[src/rtl/fetch_stage.sv]
// rtl/fetch_stage.sv - instruction fetch stage: PC, boot/interrupt vectors, two-word assembly, IF/ID register
module fetch_stage #(
  parameter logic [15:0] BOOT_ADDR = 16'h0000,
  parameter logic [15:0] INT_ADDR  = 16'h0001
) (
  input  logic        clk,
  input  logic        reset,
  output logic [15:0] imem_addr,
  input  logic [15:0] imem_data,
  input  logic        stall,
  input  logic        branch_taken,
  input  logic [15:0] branch_target,
  input  logic        interrupt,
  output logic [15:0] instruction,
  output logic [15:0] immediate,
  output logic [15:0] pc_next,
  output logic        fetch_valid,
  output logic        int_taken,
  output logic [15:0] int_return_pc
);

  localparam logic [1:0] S_BOOT  = 2'd0;
  localparam logic [1:0] S_FETCH = 2'd1;
  localparam logic [1:0] S_IMM   = 2'd2;
  localparam logic [1:0] S_INTV  = 2'd3;

  logic [1:0]  state_q, state_d;
  logic [15:0] pc_q, pc_d;
  logic [15:0] held_q, held_d;
  logic        int_pending_q, int_pending_d;
  logic [15:0] instruction_q, instruction_d;
  logic [15:0] immediate_q, immediate_d;
  logic [15:0] pc_next_q, pc_next_d;
  logic        fetch_valid_q, fetch_valid_d;
  logic        int_taken_q, int_taken_d;
  logic [15:0] int_return_pc_q, int_return_pc_d;
  logic [15:0] pc_inc;

  assign pc_inc = pc_q + 16'd1;

  always_comb begin
    case (state_q)
      S_BOOT:  imem_addr = BOOT_ADDR;
      S_INTV:  imem_addr = INT_ADDR;
      default: imem_addr = pc_q;
    endcase
  end

  always_comb begin
    state_d         = state_q;
    pc_d            = pc_q;
    held_d          = held_q;
    int_pending_d   = int_pending_q | interrupt;
    instruction_d   = instruction_q;
    immediate_d     = immediate_q;
    pc_next_d       = pc_next_q;
    fetch_valid_d   = fetch_valid_q;
    int_taken_d     = 1'b0;
    int_return_pc_d = int_return_pc_q;
    case (state_q)
      S_BOOT: begin
        pc_d          = imem_data;
        fetch_valid_d = 1'b0;
        state_d       = S_FETCH;
      end
      S_FETCH: begin
        if (branch_taken) begin
          pc_d          = branch_target;
          fetch_valid_d = 1'b0;
        end else if (stall) begin
          int_taken_d = int_taken_q;
        end else if (int_pending_q) begin
          int_return_pc_d = pc_q;
          int_pending_d   = 1'b0;
          fetch_valid_d   = 1'b0;
          state_d         = S_INTV;
        end else if (imem_data[15:14] == 2'b10) begin
          held_d        = imem_data;
          pc_d          = pc_inc;
          fetch_valid_d = 1'b0;
          state_d       = S_IMM;
        end else begin
          instruction_d = imem_data;
          immediate_d   = 16'h0000;
          pc_next_d     = pc_inc;
          fetch_valid_d = 1'b1;
          pc_d          = pc_inc;
        end
      end
      S_IMM: begin
        // Pending interrupts wait here; they are only taken back in FETCH.
        if (branch_taken) begin
          held_d        = 16'h0000;
          pc_d          = branch_target;
          fetch_valid_d = 1'b0;
          state_d       = S_FETCH;
        end else if (stall) begin
          int_taken_d = int_taken_q;
        end else begin
          instruction_d = held_q;
          immediate_d   = imem_data;
          pc_next_d     = pc_inc;
          fetch_valid_d = 1'b1;
          pc_d          = pc_inc;
          state_d       = S_FETCH;
        end
      end
      default: begin
        if (stall) begin
          int_taken_d = int_taken_q;
        end else begin
          pc_d          = imem_data;
          int_taken_d   = 1'b1;
          int_pending_d = 1'b0;
          fetch_valid_d = 1'b0;
          state_d       = S_FETCH;
        end
      end
    endcase
  end

  always_ff @(posedge clk or posedge reset) begin
    if (reset) begin
      state_q         <= S_BOOT;
      pc_q            <= 16'h0000;
      held_q          <= 16'h0000;
      int_pending_q   <= 1'b0;
      instruction_q   <= 16'h0000;
      immediate_q     <= 16'h0000;
      pc_next_q       <= 16'h0000;
      fetch_valid_q   <= 1'b0;
      int_taken_q     <= 1'b0;
      int_return_pc_q <= 16'h0000;
    end else begin
      state_q         <= state_d;
      pc_q            <= pc_d;
      held_q          <= held_d;
      int_pending_q   <= int_pending_d;
      instruction_q   <= instruction_d;
      immediate_q     <= immediate_d;
      pc_next_q       <= pc_next_d;
      fetch_valid_q   <= fetch_valid_d;
      int_taken_q     <= int_taken_d;
      int_return_pc_q <= int_return_pc_d;
    end
  end

  assign instruction   = instruction_q;
  assign immediate     = immediate_q;
  assign pc_next       = pc_next_q;
  assign fetch_valid   = fetch_valid_q;
  assign int_taken     = int_taken_q;
  assign int_return_pc = int_return_pc_q;

endmodule

[config.mk]
export PLATFORM = sky130hd
export DESIGN_NAME = fetch_stage
export DESIGN_NICKNAME = d
export VERILOG_FILES = /design/src/rtl/fetch_stage.sv
export SDC_FILE = /design/constraint.sdc
export NUM_CORES = 1
export LEC_CHECK = 0
export CAP_MARGIN = 0
export CORE_MARGIN = 4
export CORE_UTILIZATION = 43
export CTS_CLUSTER_DIAMETER = 60
export DETAILED_ROUTE_END_ITERATION = 7
export PLACE_DENSITY = 0.7
export REMOVE_ABC_BUFFERS = 1
export SLEW_MARGIN = 25
export SYNTH_ARGS = -nofsm -noshare
export SYNTH_HDL_FRONTEND = slang
export SYNTH_SLANG_ARGS = --single-unit
[constraint.sdc]
create_clock -name clk -period 8.4 [get_ports clk]
set_input_delay 2.52 -clock clk [delete_from_list [all_inputs] [get_ports clk]]
set_output_delay 2.52 -clock clk [all_outputs]
set_load 0.01 [all_outputs]
==> summary.txt, run 1 <==
Status
  – Status: finished clean

Finish
  – Layout cells sized above 1: 11.1%
  – Layout area overhead: 30.0%
  – Ant. Diodes: 0
  – Fill count: 990
  – Fin nets: 641
  – Area occupied by multi-input gates: 2350 um^2
  – Final core utilization: 57.4%
  – FF+latch area: 2530 um^2
  – Cell area after layout: 6590 um^2

Power and ir drop
  – Max VDD drop: 0.224 mV
  – Sw power: 1.05 mW
  – Sequential share of power: 33.8%
  – Leakage: 2.65 nW
  – Pwr/cell area: 399 nW/um^2
  – Clk pwr share: 15.2%
  – Logic pwr share: 50.9%
  – Switching Share: 40.1%
  – Int Pwr: 1.57 mW

Critical path
  – Worst path slowest cell: ha_1
  – Worst path arrival time: 3.11 ns
  – Critical path class: register to primary output
  – CP startpoint: state_q[1]
  – Most frequent CP cell: inv_1
  – Largest stage delay, worst path: 0.87 ns
  – Worst setup EP type: primary output
  – Critical Path Fanout Max: 29
  – Worst path cell trace: inv_1 -> ha_1 -> inv_1 -> nor2_1 -> clkdlybuf4s50_1
  – Crit Reg-Reg Startpoint: state_q[0]
  – Required @ worst endpoint: 5.88 ns
  – Worst Setup Start Kind: register

Floorplan
  – Row count: 39
  – Initial Util: 44.2%
  – Core ar.: 11,500 um^2
  – Die Height: 117 um
  – Die X: 117 um
  – Ports: 119
  – Die ar.: 13,600 um^2

STA
  – Fin. max-slew vios: 0
  – Final clock skew: 0.00638 ns
  – Final Hold Fails: 0
  – Final Critical Period: 5.63 ns
  – RSZ-0062 raised after global routing: false
  – Slew HR: 31.1%
  – Setup TNS: 0 ns
  – Worst-Margin Slew: 1.03 ns
  – WHS: 0.497 ns
  – Tcrit/Tclk final: 67.1%
  – Fmax: 177 MHz
  – Final Setup Violations: 0

Logic synthesis
  – Yosys top cell by area: dfrtp_1
  – Ys flop type: dfrtp_1
  – Post-synth top area share: 49.9%
  – #FFs+latches synth: 101
  – Mapped Cells: 508
  – Top post-synthesis cells by area: dfrtp_1 50%, o21ai_0 8.3%, mux2_2 6.0%
  – EDFF count, synth: 0
  – Seq/Total Area, Yosys: 49.9%
  – Synth Area per Inst: 9.97 um^2
  – Distinct cell type count of the synthesized netlist: 56
  – Cell area after synthesis: 5070 um^2
  – Ys Warns: 0
  – Async S/R FF share, synth: 100%

CTS
  – CTS max path bufs: 2
  – Clock Latency Late Sink: 0.34 ns
  – Clk slew on worst S/H paths: 0.07 ns
  – TritonCTS clock tree: done
  – H-tree levels: 3
  – # hold bufs at CTS: 0
  – Root Driver: clkbuf_16
  – CTS resizes: 0
  – Clock sink total: 101
  – Num CTS Buffers: 9
  – Setup Buffers After CTS: 0

Placed design
  – Post-DP HPWL: 9.64 mm
  – IO buf count: 118
  – Routability cong.: 0.846
  – Dpl cell area: 6280 um^2

Global routing
  – Met2 global-route usage: 33.3%
  – Largest net degree at the start of global routing: 73
  – GR peak layer: met2
  – Routing usage on met1: 29.3%
  – GRT met3 Usage: 5.03%
  – Vias in the first global route: 4,287
  – Global-route usage over all layers: 21.1%
  – GRT Residual Overflow: 0
  – Initial antenna violation count: 0
  – First-pass GRT wire length: 22.4 mm

Route
  – Residual DRC: 0
  – Total routed wirelength: 14.1 mm
  – Via density per instance: 5.78
  – Antenna-violating nets left: 0
  – DR vias: 4,315
  – Initial DRC count: 347
  – 1st-pass router iterations: 5
  – WL/cell: 18.8 um

Hold path
  – Min-delay src: held_q[15]
  – Worst hold path type: register to register

Job
  – Number of max-cap violations: 0
## cells by family after synthesis
group                    Yosys count  share of synthesized area, %
buffers and inverters             50                          4.32
XOR/XNOR                          10                          1.73
flip-flops                       101                          49.9
AO/OA/AOI/OAI                    175                          19.9
AND/OR/NAND/NOR                  128                          13.8
adder cells (fa/ha/maj)            5                          1.23
multiplexers                      39                          9.16
## state kept, by name, summed over array words and instances (netlist names)
| name | flops |
|---|---|
| fetch_valid | 1 |
| held_q | 16 |
| int_return_pc | 16 |
| int_pending_q | 1 |
| pc_q | 16 |
| int_taken | 1 |
| state_q | 2 |
| instruction | 16 |
| pc_next | 16 |
| immediate | 16 |
## per-stage QoR
| step | setup slack, ns | std cells | total power, mW |
|---|---|---|---|
| finish | 2.77 | 747 | 2.63 |
| global route | 2.56 | 747 | 2.81 |
| CTS | 2.77 | 747 | 2.64 |
| detailed placement | 2.69 | 731 | 2.22 |
| global placement | 2.83 | 731 | 2.18 |
| floorplan | 3.23 | 466 | 1.57 |
## placed cells by master (no fill, tap or decap), types with 3 or more instances in the layout
master           netlist  final
nor4_1                 4      4
o2bb2ai_1              3      3
xnor2_1                7      7
clkbuf_16              0      9
mux2i_1                4      4
inv_1                  8      7
a21o_1                 3      3
clkdlybuf4s50_1        0    118
clkinvlp_4             0      3
and2_1                14     14
mux2_4                 8      8
dfrtp_1              101    101
ha_1                   5      4
nand4_1                4      4
buf_4                  0      4
nor3_1                 6      6
o21ai_0               84     84
nand2_1               30     29
o21a_1                 3      3
a21oi_1               49     48
nor2b_1               17     17
o22ai_1                5      5
o311ai_0               4      4
and4_1                 3      3
nand2b_1              10     10
nand3_1                6      6
a22o_1                 3      3
nor2_1                23     23
xor2_1                 3      3
mux2_2                27     27
## critical path, delay by kind of cell, from the launching register on
kind / cells / cell delay, ns
buffers and inverters: 3 / 1.26
flip-flops: 1 / 0.42
adder cells (fa/ha/maj): 1 / 0.87
AND/OR/NAND/NOR: 1 / 0.23
## power groups by stage
stage / combinational, mW / sequential [mW] / clock (mW)
6_report: 1.34 / 0.889 / 0.400
5_1_grt: 1.46 / 0.921 / 0.430
4_1_cts: 1.34 / 0.887 / 0.409
3_5_place_dp: 1.33 / 0.892 / 0
3_3_place_gp: 1.30 / 0.883 / 0
2_1_floorplan: 0.667 / 0.904 / 0
## cells in the mapped netlist, drive strengths merged, types with 2 or more instances
cell type	count
dfrtp	101
o21ai	84
a21oi	50
mux2	35
nand2	30
clkbuf	29
nor2	24
nor2b	17
and2	15
buf	13
nand2b	10
inv	8
xnor2	7
nand3	6
nor3	6
nor4	6
ha	5
o22ai	5
mux2i	4
nand4	4
o311ai	4
a21o	3
a22o	3
and4	3
o21a	3
o2bb2ai	3
xor2	3
a211oi	2
a22oi	2
nor4b	2
o211ai	2
o22a	2
o31a	2
## path summary, 6_finish.rpt
check                           cells past startpoint       endpoint  slack, ns
worst max-delay path                                5  imem_addr[13]       2.77
worst min-delay path                                1     held_q[15]       0.50
worst max register to register                      6     pc_next[1]       5.32
worst min register to register                      1     held_q[15]       0.50
max in group asynchronous                           3        pc_q[5]       4.63
min in group asynchronous                           2   immediate[0]       2.52
## routing by layer
metal | vias up | wire length, um
li1 | 2000 | -
met1 | 2115 | 6150
met2 | 179 | 6660
met3 | 21 | 1000
met4 | 0 | 267
met5 | - | 0
## cell type report
cell class	count	area share (%)
Sequential cell	101	38.4
Tap cell	143	2.72
Inverter	8	0.494
Timing Repair Buffer	122	18.4
Clock buffer	9	3.42
Clock inverter	7	0.893
Multi-Input combinational cell	357	35.7
No activity file was read; power rests on OpenSTA's default activity.
==> run 2: changes to the inputs <==
--- a/config.mk
+++ b/config.mk
@@ -10,7 +10,7 @@
 export CORE_UTILIZATION = 43
 export CTS_CLUSTER_DIAMETER = 60
 export DETAILED_ROUTE_END_ITERATION = 7
-export PLACE_DENSITY = 0.7
+export PLACE_DENSITY = 0.73
 export REMOVE_ABC_BUFFERS = 1
 export SLEW_MARGIN = 25
 export SYNTH_ARGS = -nofsm -noshare
==> constraint.sdc (replaced) <==
create_clock -name clk -period 4.7 [get_ports clk]
set_input_delay 1.41 -clock clk [delete_from_list [all_inputs] [get_ports clk]]
set_output_delay 1.41 -clock clk [all_outputs]
set_load 0.01 [all_outputs]
==> run 2 against run 1 <==
Non-clock buffer count is 6 higher. Critical path depth increased by 1. Cell count grew 0.80%. Count of clock-buffer cells in the layout stayed put. Total power rose by 81%. First-iteration DRC count fell by 6.6%. Critical path type unchanged. Register-to-register slack got worse by 3.6 ns. Sequential power increased by 80%. Highest routed layer unchanged. Combinational power rose by 80%. Die area stayed put. Utilization up 0.63 points. Clock power up 86%.
==> summary.txt, run 2 (synthesized netlist as in run 1, its figures left out) <==
Critical path
  – Largest stage delay, worst path: 0.61 ns
  – R2R depth: 7
  – Crit Reg-Reg Startpoint: state_q[0]
  – Critical path class: register to primary output
  – Worst path cell trace: inv_1 -> ha_1 -> buf_4 -> nand2_1 -> o21ai_0 -> clkdlybuf4s50_1
  – Critical Path Fanout Max: 17
  – Worst Setup Start Kind: register
  – Worst path arrival time: 2.51 ns
  – CP startpoint: state_q[0]
  – Worst r2r dst: pc_next[11]
  – Internal reg-to-reg setup slack: 1.75 ns
  – Worst setup EP type: primary output
  – Worst path slowest cell: ha_1
  – Critical path destination: imem_addr[0]
  – Required @ worst endpoint: 3.29 ns

STA
  – Fin. max-slew vios: 0
  – WHS: 0.495 ns
  – Worst-Margin Slew: 0.794 ns
  – Setup TNS: 0 ns
  – Final Setup Violations: 0
  – Final Critical Period: 3.92 ns
  – Final Hold Fails: 0
  – RSZ-0062 raised after global routing: false
  – Fmax: 255 MHz
  – Tcrit/Tclk final: 83.5%
  – Slew HR: 47.1%
  – Final clock skew: 0.0114 ns

Hold path
  – Worst hold path type: register to register

Route
  – 1st-pass router iterations: 5
  – Antenna-violating nets left: 0
  – Residual DRC: 0
  – DR vias: 4,327
  – Initial DRC count: 324
  – Total routed wirelength: 14.1 mm
  – WL/cell: 18.7 um
  – Via density per instance: 5.75

Floorplan
  – Core ar.: 11,500 um^2
  – Die Height: 117 um
  – Row count: 39
  – Die X: 117 um
  – Initial Util: 44.2%
  – Ports: 119
  – Die ar.: 13,600 um^2

CTS
  – # hold bufs at CTS: 0
  – Clock sink total: 101
  – Setup Buffers After CTS: 0
  – CTS resizes: 0
  – Root Driver: clkbuf_16
  – TritonCTS clock tree: done
  – Clock Latency Late Sink: 0.35 ns
  – H-tree levels: 3
  – Num CTS Buffers: 9
  – CTS max path bufs: 2
  – Clk slew on worst S/H paths: 0.08 ns

Global routing
  – Initial antenna violation count: 0
  – Vias in the first global route: 4,283
  – GRT Residual Overflow: 0
  – First-pass GRT wire length: 22.4 mm
  – Largest net degree at the start of global routing: 63
  – Global-route usage over all layers: 21.0%

Placed design
  – IO buf count: 118
  – Routability cong.: 0.838
  – Dpl cell area: 6340 um^2
  – Placed cell count: 737
  – Post-DP HPWL: 9.86 mm

Finish
  – Ant. Diodes: 0
  – Layout area overhead: 31.5%
  – Fin nets: 647
  – Most frequent cells in the layout: 118 x clkdlybuf4s50_1, 101 x dfrtp_1, 84 x o21ai_0, 48 x a21oi_1, 30 x nand2_1
  – Most common cell after layout, fill and taps aside: clkdlybuf4s50_1
  – Layout cells sized above 1: 11.8%
  – Final Non-Filler Cells: 753
  – Fill count: 1,004
  – Cell area after layout: 6660 um^2

Job
  – Number of max-cap violations: 0

Power and ir drop
  – Max VDD drop: 0.378 mV
  – Power consumption: 4.75 mW
  – Leakage: 2.70 nW
  – Pwr/cell area: 713 nW/um^2

Status
  – Status: finished clean
==> run 2: area by class of cell <==
class	count	area [um^2]	area share [%]
tap	143	179	2.69
sequential	101	2530	37.9
multi-input combinational	357	2360	35.4
clock buffer	9	225	3.38
clock inverter	7	66.3	0.996
inverter	8	32.5	0.488
timing repair buffer	128	1270	19.0
==> run 2: worst min path at each step <==
stage                          start    endpoint  cells past startpoint
after floorplan           held_q[15]  held_q[15]                      1
after global placement    held_q[15]  held_q[15]                      1
after detailed placement  held_q[15]  held_q[15]                      1
after CTS                 held_q[15]  held_q[15]                      1
after global routing      held_q[14]  held_q[14]                      1
final                     held_q[15]  held_q[15]                      1
==> run 2: per-stage QoR <==
| step | setup WS [ns] | util [%] |
|---|---|---|
| finish | 0.777 | 58.1 |
| global placement | 0.875 | 55.3 |
| detailed placement | 0.814 | 55.3 |
| CTS | 0.810 | 57.8 |
| floorplan | 0.643 | - |
| global route | 0.654 | 58.1 |
==> run 2: worst max-delay path, delay by kind of cell (launching register included) <==
family          cells  cell delay (ns)
buf+inv             3             0.99
fa+ha+maj           1             0.61
flops               1             0.42
compound gates      1             0.08
simple gates        1             0.07
==> run 2: power breakdown <==
group	leakage, nW	internal [mW]	switching [mW]	total (mW)
clock	0.144	0.374	0.368	0.742
sequential	1.26	1.25	0.347	1.60
combinational	1.30	1.22	1.19	2.41
total	2.70	2.85	1.90	4.75
==> run 2: layer usage <==
layer	global-route usage, %	up-vias	share of wire, %	routed length, um
met2	32.7	168	46	6410
met5	0	-	0	0
met4	5.43	0	1.4	196
met3	3.83	19	7.0	986
met1	30.6	2127	46	6470
li1	-	2013	-	-
